===== src/rtl/wb_csr_pkg.sv =====
// wb_csr_pkg: shared FSM encoding and sizing helper for the Wishbone CSR slave
package wb_csr_pkg;
    typedef enum logic [1:0] {IDLE = 2'd0, WAIT = 2'd1, RESP = 2'd2} state_e;
    function automatic int clog2(input int n);
        int r;
        r = 0;
        while ((1 << r) < n) r++;
        return r;
    endfunction
endpackage


===== src/rtl/wb_csr_regbank.sv =====
// wb_csr_regbank: register array with byte-lane writes, read mux and write pulses
module wb_csr_regbank import wb_csr_pkg::*; #(
    parameter int DATA_W = 32,
    parameter int NUM_REGS = 8,
    parameter logic [DATA_W-1:0] RESET_VAL = '0,
    localparam int SEL_W = DATA_W / 8,
    localparam int IDX_W = NUM_REGS > 1 ? clog2(NUM_REGS) : 1
) (
    input  logic                       clk,
    input  logic                       rst,
    input  logic                       wr_en,
    input  logic [IDX_W-1:0]           idx,
    input  logic [SEL_W-1:0]           sel,
    input  logic [DATA_W-1:0]          wdat,
    output logic [DATA_W-1:0]          rdat,
    output logic [NUM_REGS*DATA_W-1:0] reg_q,
    output logic [NUM_REGS-1:0]        reg_wr_pulse
);
    logic [DATA_W-1:0] regs_q [NUM_REGS];
    logic [DATA_W-1:0] regs_d [NUM_REGS];
    logic [NUM_REGS-1:0] pulse_q, pulse_d;
    always_comb begin
        regs_d = regs_q;
        pulse_d = '0;
        if (wr_en) begin
            for (int b = 0; b < SEL_W; b++)
                if (sel[b]) regs_d[idx][b*8 +: 8] = wdat[b*8 +: 8];
            pulse_d[idx] = |sel;
        end
    end
    always_ff @(posedge clk) begin
        if (rst) begin
            regs_q <= '{default: RESET_VAL};
            pulse_q <= '0;
        end else begin
            regs_q <= regs_d;
            pulse_q <= pulse_d;
        end
    end
    // sampled before this edge's write, so a transfer sees the pre-write value
    assign rdat = regs_q[idx];
    assign reg_wr_pulse = pulse_q;
    for (genvar i = 0; i < NUM_REGS; i++) assign reg_q[i*DATA_W +: DATA_W] = regs_q[i];
endmodule


===== src/rtl/wb_csr_slave.sv =====
// wb_csr_slave: Wishbone classic CSR slave with configurable wait states
module wb_csr_slave import wb_csr_pkg::*; #(
    parameter int ADDR_W = 8,
    parameter int DATA_W = 32,
    parameter int NUM_REGS = 8,
    parameter int WAIT_CYCLES = 0,
    parameter logic [DATA_W-1:0] RESET_VAL = '0,
    localparam int SEL_W = DATA_W / 8,
    localparam int IDX_W = NUM_REGS > 1 ? clog2(NUM_REGS) : 1
) (
    input  logic                       sys_clk,
    input  logic                       sys_rst,
    input  logic [ADDR_W-1:0]          wb_adr_i,
    input  logic [DATA_W-1:0]          wb_dat_i,
    input  logic [SEL_W-1:0]           wb_sel_i,
    input  logic                       wb_we_i,
    input  logic                       wb_cyc_i,
    input  logic                       wb_stb_i,
    output logic [DATA_W-1:0]          wb_dat_o,
    output logic                       wb_ack_o,
    output logic                       wb_err_o,
    output logic [NUM_REGS*DATA_W-1:0] reg_q,
    output logic [NUM_REGS-1:0]        reg_wr_pulse
);
    state_e state_q, state_d;
    logic [3:0] cnt_q, cnt_d;
    logic [ADDR_W-1:0] adr_q, adr_d;
    logic we_q, we_d;
    logic [SEL_W-1:0] sel_q, sel_d;
    logic [DATA_W-1:0] dat_q, dat_d, rdat_q, rdat_d, rdat;
    logic ack_q, ack_d, err_q, err_d, in_range;
    assign in_range = 32'(adr_q) < NUM_REGS;
    always_comb begin
        state_d = state_q;
        cnt_d = cnt_q;
        adr_d = adr_q;
        we_d = we_q;
        sel_d = sel_q;
        dat_d = dat_q;
        ack_d = state_q == RESP && in_range;
        err_d = state_q == RESP && !in_range;
        rdat_d = ack_d ? rdat : '0;
        if (state_q == IDLE && wb_cyc_i && wb_stb_i) begin
            adr_d = wb_adr_i;
            we_d = wb_we_i;
            sel_d = wb_sel_i;
            dat_d = wb_dat_i;
            cnt_d = 4'(WAIT_CYCLES - 1);
            state_d = WAIT_CYCLES == 0 ? RESP : WAIT;
        end
        if (state_q == WAIT) begin
            cnt_d = cnt_q - 4'd1;
            state_d = !wb_cyc_i ? IDLE : cnt_q == 4'd0 ? RESP : WAIT;
        end
        if (state_q == RESP) state_d = IDLE;
    end
    always_ff @(posedge sys_clk) begin
        if (sys_rst) begin
            state_q <= IDLE;
            cnt_q <= '0;
            adr_q <= '0;
            we_q <= 1'b0;
            sel_q <= '0;
            dat_q <= '0;
            ack_q <= 1'b0;
            err_q <= 1'b0;
            rdat_q <= '0;
        end else begin
            state_q <= state_d;
            cnt_q <= cnt_d;
            adr_q <= adr_d;
            we_q <= we_d;
            sel_q <= sel_d;
            dat_q <= dat_d;
            ack_q <= ack_d;
            err_q <= err_d;
            rdat_q <= rdat_d;
        end
    end
    wb_csr_regbank #(.DATA_W(DATA_W), .NUM_REGS(NUM_REGS), .RESET_VAL(RESET_VAL)) u_bank (
        .clk(sys_clk),
        .rst(sys_rst),
        .wr_en(ack_d && we_q),
        .idx(adr_q[IDX_W-1:0]),
        .sel(sel_q),
        .wdat(dat_q),
        .rdat(rdat),
        .reg_q(reg_q),
        .reg_wr_pulse(reg_wr_pulse)
    );
    assign wb_dat_o = rdat_q;
    assign wb_ack_o = ack_q;
    assign wb_err_o = err_q;
endmodule


===== config.mk =====
export PLATFORM = sky130hd
export DESIGN_NAME = wb_csr_slave
export DESIGN_NICKNAME = d
export VERILOG_FILES = /design/src/rtl/wb_csr_pkg.sv /design/src/rtl/wb_csr_regbank.sv /design/src/rtl/wb_csr_slave.sv
export SDC_FILE = /design/constraint.sdc
export NUM_CORES = 1
export LEC_CHECK = 0
export ABC_AREA = 1
export CAP_MARGIN = 20
export CORE_MARGIN = 1.5
export CORE_UTILIZATION = 56
export CTS_CLUSTER_SIZE = 12
export DETAILED_ROUTE_END_ITERATION = 6
export PLACE_DENSITY = 0.86
export SKIP_CTS_REPAIR_TIMING = 1
export SYNTH_ARGS = -nofsm -noshare
export SYNTH_HDL_FRONTEND = slang
export SYNTH_SLANG_ARGS = --single-unit
export TNS_END_PERCENT = 20

===== constraint.sdc =====
create_clock -name sys_clk -period 2.5 [get_ports sys_clk]
set_input_delay 0.375 -clock sys_clk [delete_from_list [all_inputs] [get_ports sys_clk]]
set_output_delay 0.375 -clock sys_clk [all_outputs]
set_load 0.005 [all_outputs]

---- Word level (Yosys, flattened, before mapping) ----
Index checks and enable logic that the tools add are counted.
word-level totals
  register bits after elaboration ......... 349
  input bits .............................. 49
  output and inout bits ................... 298
  logic and storage cells ................. 75
operators by class
  add/subtract/negate cells ............... 1
  order comparisons ....................... 5
  equal/unequal tests ..................... 2
  multiplexer cells ....................... 30
  bitwise operators ....................... 4
  reduce and logical (&&, ||, !) cells .... 15
operators with widths
  kind                 count
  $mux 256             7
  $bwmux 256           4
  $demux 32 s3         4
  $bmux 32 s3          1
  $mux 32              3
  $mux 24              1
  $mux 16              1
  $and 8x8->8          1
  $lt 8x4->1 const B   1
  $mux 2               4
  $mux 4               2
  $mux 8               1
  $logic_and 1x1->1    7
  $reduce_or 2->1      3
  $ge 4x4->1 const B   1
  $logic_not 4->1      1
  $lt 3x4->1 const B   1
  $lt 4x1->1 const B   1
  $not 3->4            1
  $reduce_or 4->1      1
  $sub 4x1->4 const B  1
  $demux 1 s3          1
  $ge 3x1->1 const B   1
  $eq 2x1->1 const B   1
  other kinds (6)      7

---- Depth between registers and ports, before layout ----
  word-level depth ........................ 16
  gate-level depth with buffers ........... 9
  mapped depth without buffers ............ 7

---- Cells and area by module ----
Synthesis repeated with hierarchy kept, for this count alone.
unflattened totals
  cell total of the unflattened synthesis .. 2,594
  area total of the unflattened synthesis .. 15,876.5 sq um
by module, submodules not included
  module          instances  cells an instance  area each (sq um)  seq. area each (sq um)
  wb_csr_regbank  1          2,239              12,897.4           5,285.1
  wb_csr_slave    1          355                2,979.1            1,701.6

---- Worst setup path after synthesis ----
OpenSTA, ideal clock, no wires.
  path type ............................... reg-to-reg
  start ................................... register adr_q[1]
  end ..................................... register u_bank.regs_q, in the netlist u_bank.reg_q[216]
  setup time .............................. 0.132 ns
  data arrival time ....................... 1.318 ns
  data required time ...................... 2.368 ns
  slack ................................... 1.049 ns
  cell stages (with the launch flop) ...... 7
  path buffers ............................ 1
  clock period less this slack ............ 1.451 ns
  cells stage by stage .................... dfxtp_1 buf_4 nand3_4 nor2_2 nand2_1 nand2_1 a21oi_1
between the ends
  longest elaborated chain between the ends .. 13
  elaborated cells on any way between the ends .. 23
  classes of those cells .................. 3 x order compare; 16 x mux; 1 x bitwise; 3 x reduce/logical
ends and longest elaborated chain
  what                             line                  RTL
  start: declaration               wb_csr_slave.sv:27    logic [ADDR_W-1:0] adr_q, adr_d;
  start signal: assignment         wb_csr_slave.sv:71    adr_q <= adr_d;
  $not 3->4 (implied by the code)  wb_csr_regbank.sv:27  if (sel[b]) regs_d[idx][b*8 +: 8] = wdat[b*8 +: 8];
  $demux 32 s3                     wb_csr_regbank.sv:27
  $bwmux 256                       wb_csr_regbank.sv:27
  $mux 256                         wb_csr_regbank.sv:27
  $mux 256                         wb_csr_regbank.sv:25  if (wr_en) begin
  $bwmux 256                       wb_csr_regbank.sv:27
  $mux 256                         wb_csr_regbank.sv:27
  $mux 256                         wb_csr_regbank.sv:25
  $bwmux 256                       wb_csr_regbank.sv:27
  $mux 256                         wb_csr_regbank.sv:27
  $mux 256                         wb_csr_regbank.sv:25
  $bwmux 256                       wb_csr_regbank.sv:27
  $mux 256                         wb_csr_regbank.sv:27
  end signal: assignment           wb_csr_regbank.sv:36  regs_q <= regs_d;
  end: declaration                 wb_csr_regbank.sv:19  logic [DATA_W-1:0] regs_q [NUM_REGS];
Parallel ways exist; a longest one is shown, timed or not. The select of a mux whose other input is x is not followed.
A chain may end at the register's enable or synchronous reset.

---- Worst setup path after layout ----
  start ................................... register adr_q[7]
  end ..................................... register u_bank.regs_q, in the netlist u_bank.reg_q[20]
between the ends
  longest elaborated chain between the ends .. 3
ends and longest elaborated chain
  what               line                RTL
  $lt 8x4->1         wb_csr_slave.sv:32  assign in_range = 32'(adr_q) < NUM_REGS;
  $logic_and 1x1->1  wb_csr_slave.sv:40  ack_d = state_q == RESP && in_range;
  $logic_and 1x1->1  wb_csr_slave.sv:83  .wr_en(ack_d && we_q),
Every way passes these cells.

==> summary.txt <==
Placement
  – Placed insts: 3316
  – Port Buffer Count: 346
  – Dpl hpwl: 43400 um
  – Worst slack at placement: 0.363 ns
  – Routability Congestion: 0.939

GRT
  – First-pass GRT wire length: 95600 um
  – GRT Resource Usage Total: 38.8%
  – Overflow left after global routing: 0
  – Via count of the first global-routing pass: 17800
  – Number of antenna violations at the first check in global routing: 0
  – Pin count of the biggest net entering global routing: 89

Critical path
  – Crit path launch type: flop
  – Critical path required time: 2.96 ns
  – Register-to-Register Path Depth: 8
  – Worst Path Max Fanout: 11
  – Type of destination of the critical path: flop
  – Worst setup path category: flop to flop
  – Data arrival time of the critical path: 2.74 ns

Route
  – Final antenna-violating net count: 0
  – Number of search-and-repair iterations in the first detailed-routing pass: 7
  – Via density: 5.67
  – Total number of vias: 19200
  – Total Wirelength: 62500 um
  – DRC Markers: 0
  – Iter 0 DRT Violations: 2597
  – Routed length per placed instance: 18.5 um

Clock network
  – Buffer levels on the longest clock path: 3
  – Clock buffer count from CTS: 38
  – Reg clk slew, reported paths: 0.06 ns
  – Total number of H-tree levels: 2
  – Buffer cell driving the clock tree root: clkbuf_16
  – Total number of clock tree sinks: 349
  – Clock tree from TritonCTS: built
  – Insertion delay to the later sink of the worst-skew pair: 0.53 ns

Floorplan
  – Site Rows: 63
  – Placeable core region: 0.0299 mm^2
  – Die Height: 178 um
  – X dimension of the die: 178 um
  – Area of the die: 0.0316 mm^2
  – Starting density of the core: 57.3%
  – Number of I/O pins: 347

Synthesis
  – Mean instance size in the synthesized netlist: 6.38 um^2
  – Top cell type's share of synthesized area: 40.8%
  – Post-synthesis net count: 2733
  – Top cell type by total area after synthesis: dfxtp_1
  – Synth top area cells: dfxtp_1 41%, nand2_1 17%, inv_1 9.1%, nand4_1 7.2%, nor2_1 6.5%
  – Proportion of synthesized chip area in sequential cells: 40.8%
  – Mapped Cells: 2683
  – Post-synthesis instance area: 0.0171 mm^2
  – Flops & latches, synth: 349
  – Synthesis warning total: 0
  – Unique cell type count in the Yosys netlist: 28

Finish
  – Filler cell count in the final layout: 2366
  – Utilization of the core after routing: 74.6%
  – Sequential cell area: 0.00700 mm^2
  – Total number of nets in the final design: 3016
  – Area growth from synthesis to layout: 30.1%
  – Share of layout cells above drive strength 1: 6.08%
  – Antenna cells: 0
  – Filler-free cell count of the finished design: 3383
  – Multi-input combinational cell area: 0.00772 mm^2

STA
  – Fin worst setup slack: 0.219 ns
  – Total setup violations reported at the end of the flow: 0
  – Final period demand of the worst path: 2.28 ns
  – Setup Skew: 0.0169 ns
  – Share of the cycle needed by the critical path after routing: 91.2%
  – Final hold violation count: 0
  – Unrepaired setup endpoints after global routing: no
  – Max frequency: 0.438 GHz
  – Setup TNS: 0 ns
  – Measured slew at the worst slew-check pin: 0.850 ns
  – Final max-slew violation count: 0
  – Max-slew headroom at the worst pin: 43.4%

Worst hold path
  – Worst hold path depth: 4
  – Worst min-delay path category: input pin to flop

Pwr
  – Highest ir drop seen on vdd: 530 uV
  – Cell leakage power: 9.40 nW
  – Pwr per Cell Area: 556 mW/mm^2
  – Design Power: 12.4 mW

Status
  – Status: complete, no violations

Run
  – Count of maximum capacitance violations: 0
-- routing by layer --
| layer | GRT usage, % | wire [um] |
|---|---|---|
| met5 | 0 | 0 |
| met4 | 20.4 | 3310 |
| met3 | 6.71 | 7070 |
| met2 | 62.2 | 28400 |
| met1 | 50.0 | 23700 |
-- flip-flops by register name (all words and copies together), names as in the netlist --
signal,cells
u_bank.reg_q,256
dat_q,32
wb_dat_o,32
adr_q,8
u_bank.reg_wr_pulse,8
cnt_q,4
sel_q,4
state_q,2
wb_ack_o,1
wb_err_o,1
we_q,1
-- path summary, 6_finish.rpt --
check / slack, ns / startpoint / to
worst max register to register: 0.22 / adr_q[7] / u_bank.reg_q[20]
worst min-delay path: 0.23 / sys_rst / wb_err_o
worst max-delay path: 0.22 / adr_q[7] / u_bank.reg_q[20]
worst min register to register: 0.48 / u_bank.reg_q[222] / u_bank.reg_q[222]
-- stage by stage --
step	hold WS [ns]	instance area (um^2)
CTS	0.214	22300
global route	0.239	22300
floorplan	0.450	17100
detailed placement	0.475	21000
finish	0.225	22300
global placement	0.458	21000
-- power breakdown --
part           switching [mW]  total (mW)  internal [mW]
Combinational           0.745        1.01          0.265
Clock                    2.29        5.70           3.41
Sequential             0.0631        5.68           5.62
Total                    3.09        12.4           9.30
-- worst max-delay path: stages, from the launching register on --
cell	delay [ns]
dfxtp_1	0.32
nor2_1	0.15
inv_1	0.09
nor2_4	0.47
buf_4	0.27
nand4_1	0.51
nand2_1	0.25
inv_1	0.06
nor2_1	0.09
-- cells in the final DEF, fill, tap and decap left out --
| master | n |
|---|---|
| clkdlybuf4s50_1 | 345 |
| clkinv_2 | 4 |
| nor2_1 | 297 |
| nand2_1 | 781 |
| nor4_1 | 1 |
| ha_1 | 1 |
| bufinv_16 | 1 |
| clkbuf_16 | 41 |
| xnor2_1 | 1 |
| buf_4 | 61 |
| clkbuf_8 | 11 |
| dfxtp_4 | 1 |
| buf_12 | 10 |
| nor3_1 | 34 |
| nand4_1 | 196 |
| buf_2 | 1 |
| nor2_4 | 7 |
| nand3_2 | 3 |
| o21ai_1 | 4 |
| a31oi_1 | 1 |
| nand4_2 | 20 |
| inv_6 | 1 |
| dfxtp_2 | 4 |
| inv_2 | 9 |
| clkinv_1 | 24 |
| nand3_4 | 2 |
| o211ai_1 | 2 |
| clkbuf_1 | 10 |
| nand3_1 | 77 |
| o21ai_0 | 145 |
| inv_1 | 415 |
| a21oi_1 | 133 |
| nand2_2 | 1 |
| nor2_2 | 5 |
| dfxtp_1 | 344 |
-- cell type report --
| cell class | instances | share of cell area, % |
|---|---|---|
| clock buffer | 62 | 5.45 |
| clock inverter | 5 | 0.225 |
| inverter | 449 | 7.59 |
| multi-input combinational | 1711 | 34.7 |
| sequential | 349 | 31.4 |
| tap | 390 | 2.19 |
| timing repair buffer | 417 | 18.5 |
-- cells in the mapped netlist --
cell type	count
nand2_1	781
inv_1	416
dfxtp_1	349
nor2_1	298
nand4_1	196
o21ai_0	145
a21oi_1	133
clkbuf_1	97
nand3_1	78
buf_2	49
nor3_1	34
clkinv_1	24
nand4_2	20
buf_1	17
buf_4	10
inv_2	9
nor2_2	8
o21ai_1	4
nand3_2	3
nor2_4	3
o211ai_1	2
a31oi_1	1
buf_6	1
ha_1	1
nand2_2	1
nand3_4	1
nor4_1	1
xnor2_1	1
-- cells by family after synthesis --
group,count (synthesis),share of synthesized area [%]
buf+inv,623,14.3
flops,349,40.8
xor+xnor,1,0.0512
fa+ha+maj,1,0.0731
simple gates,1424,36.4
compound gates,285,8.37
(Power assumes the default switching activity.)
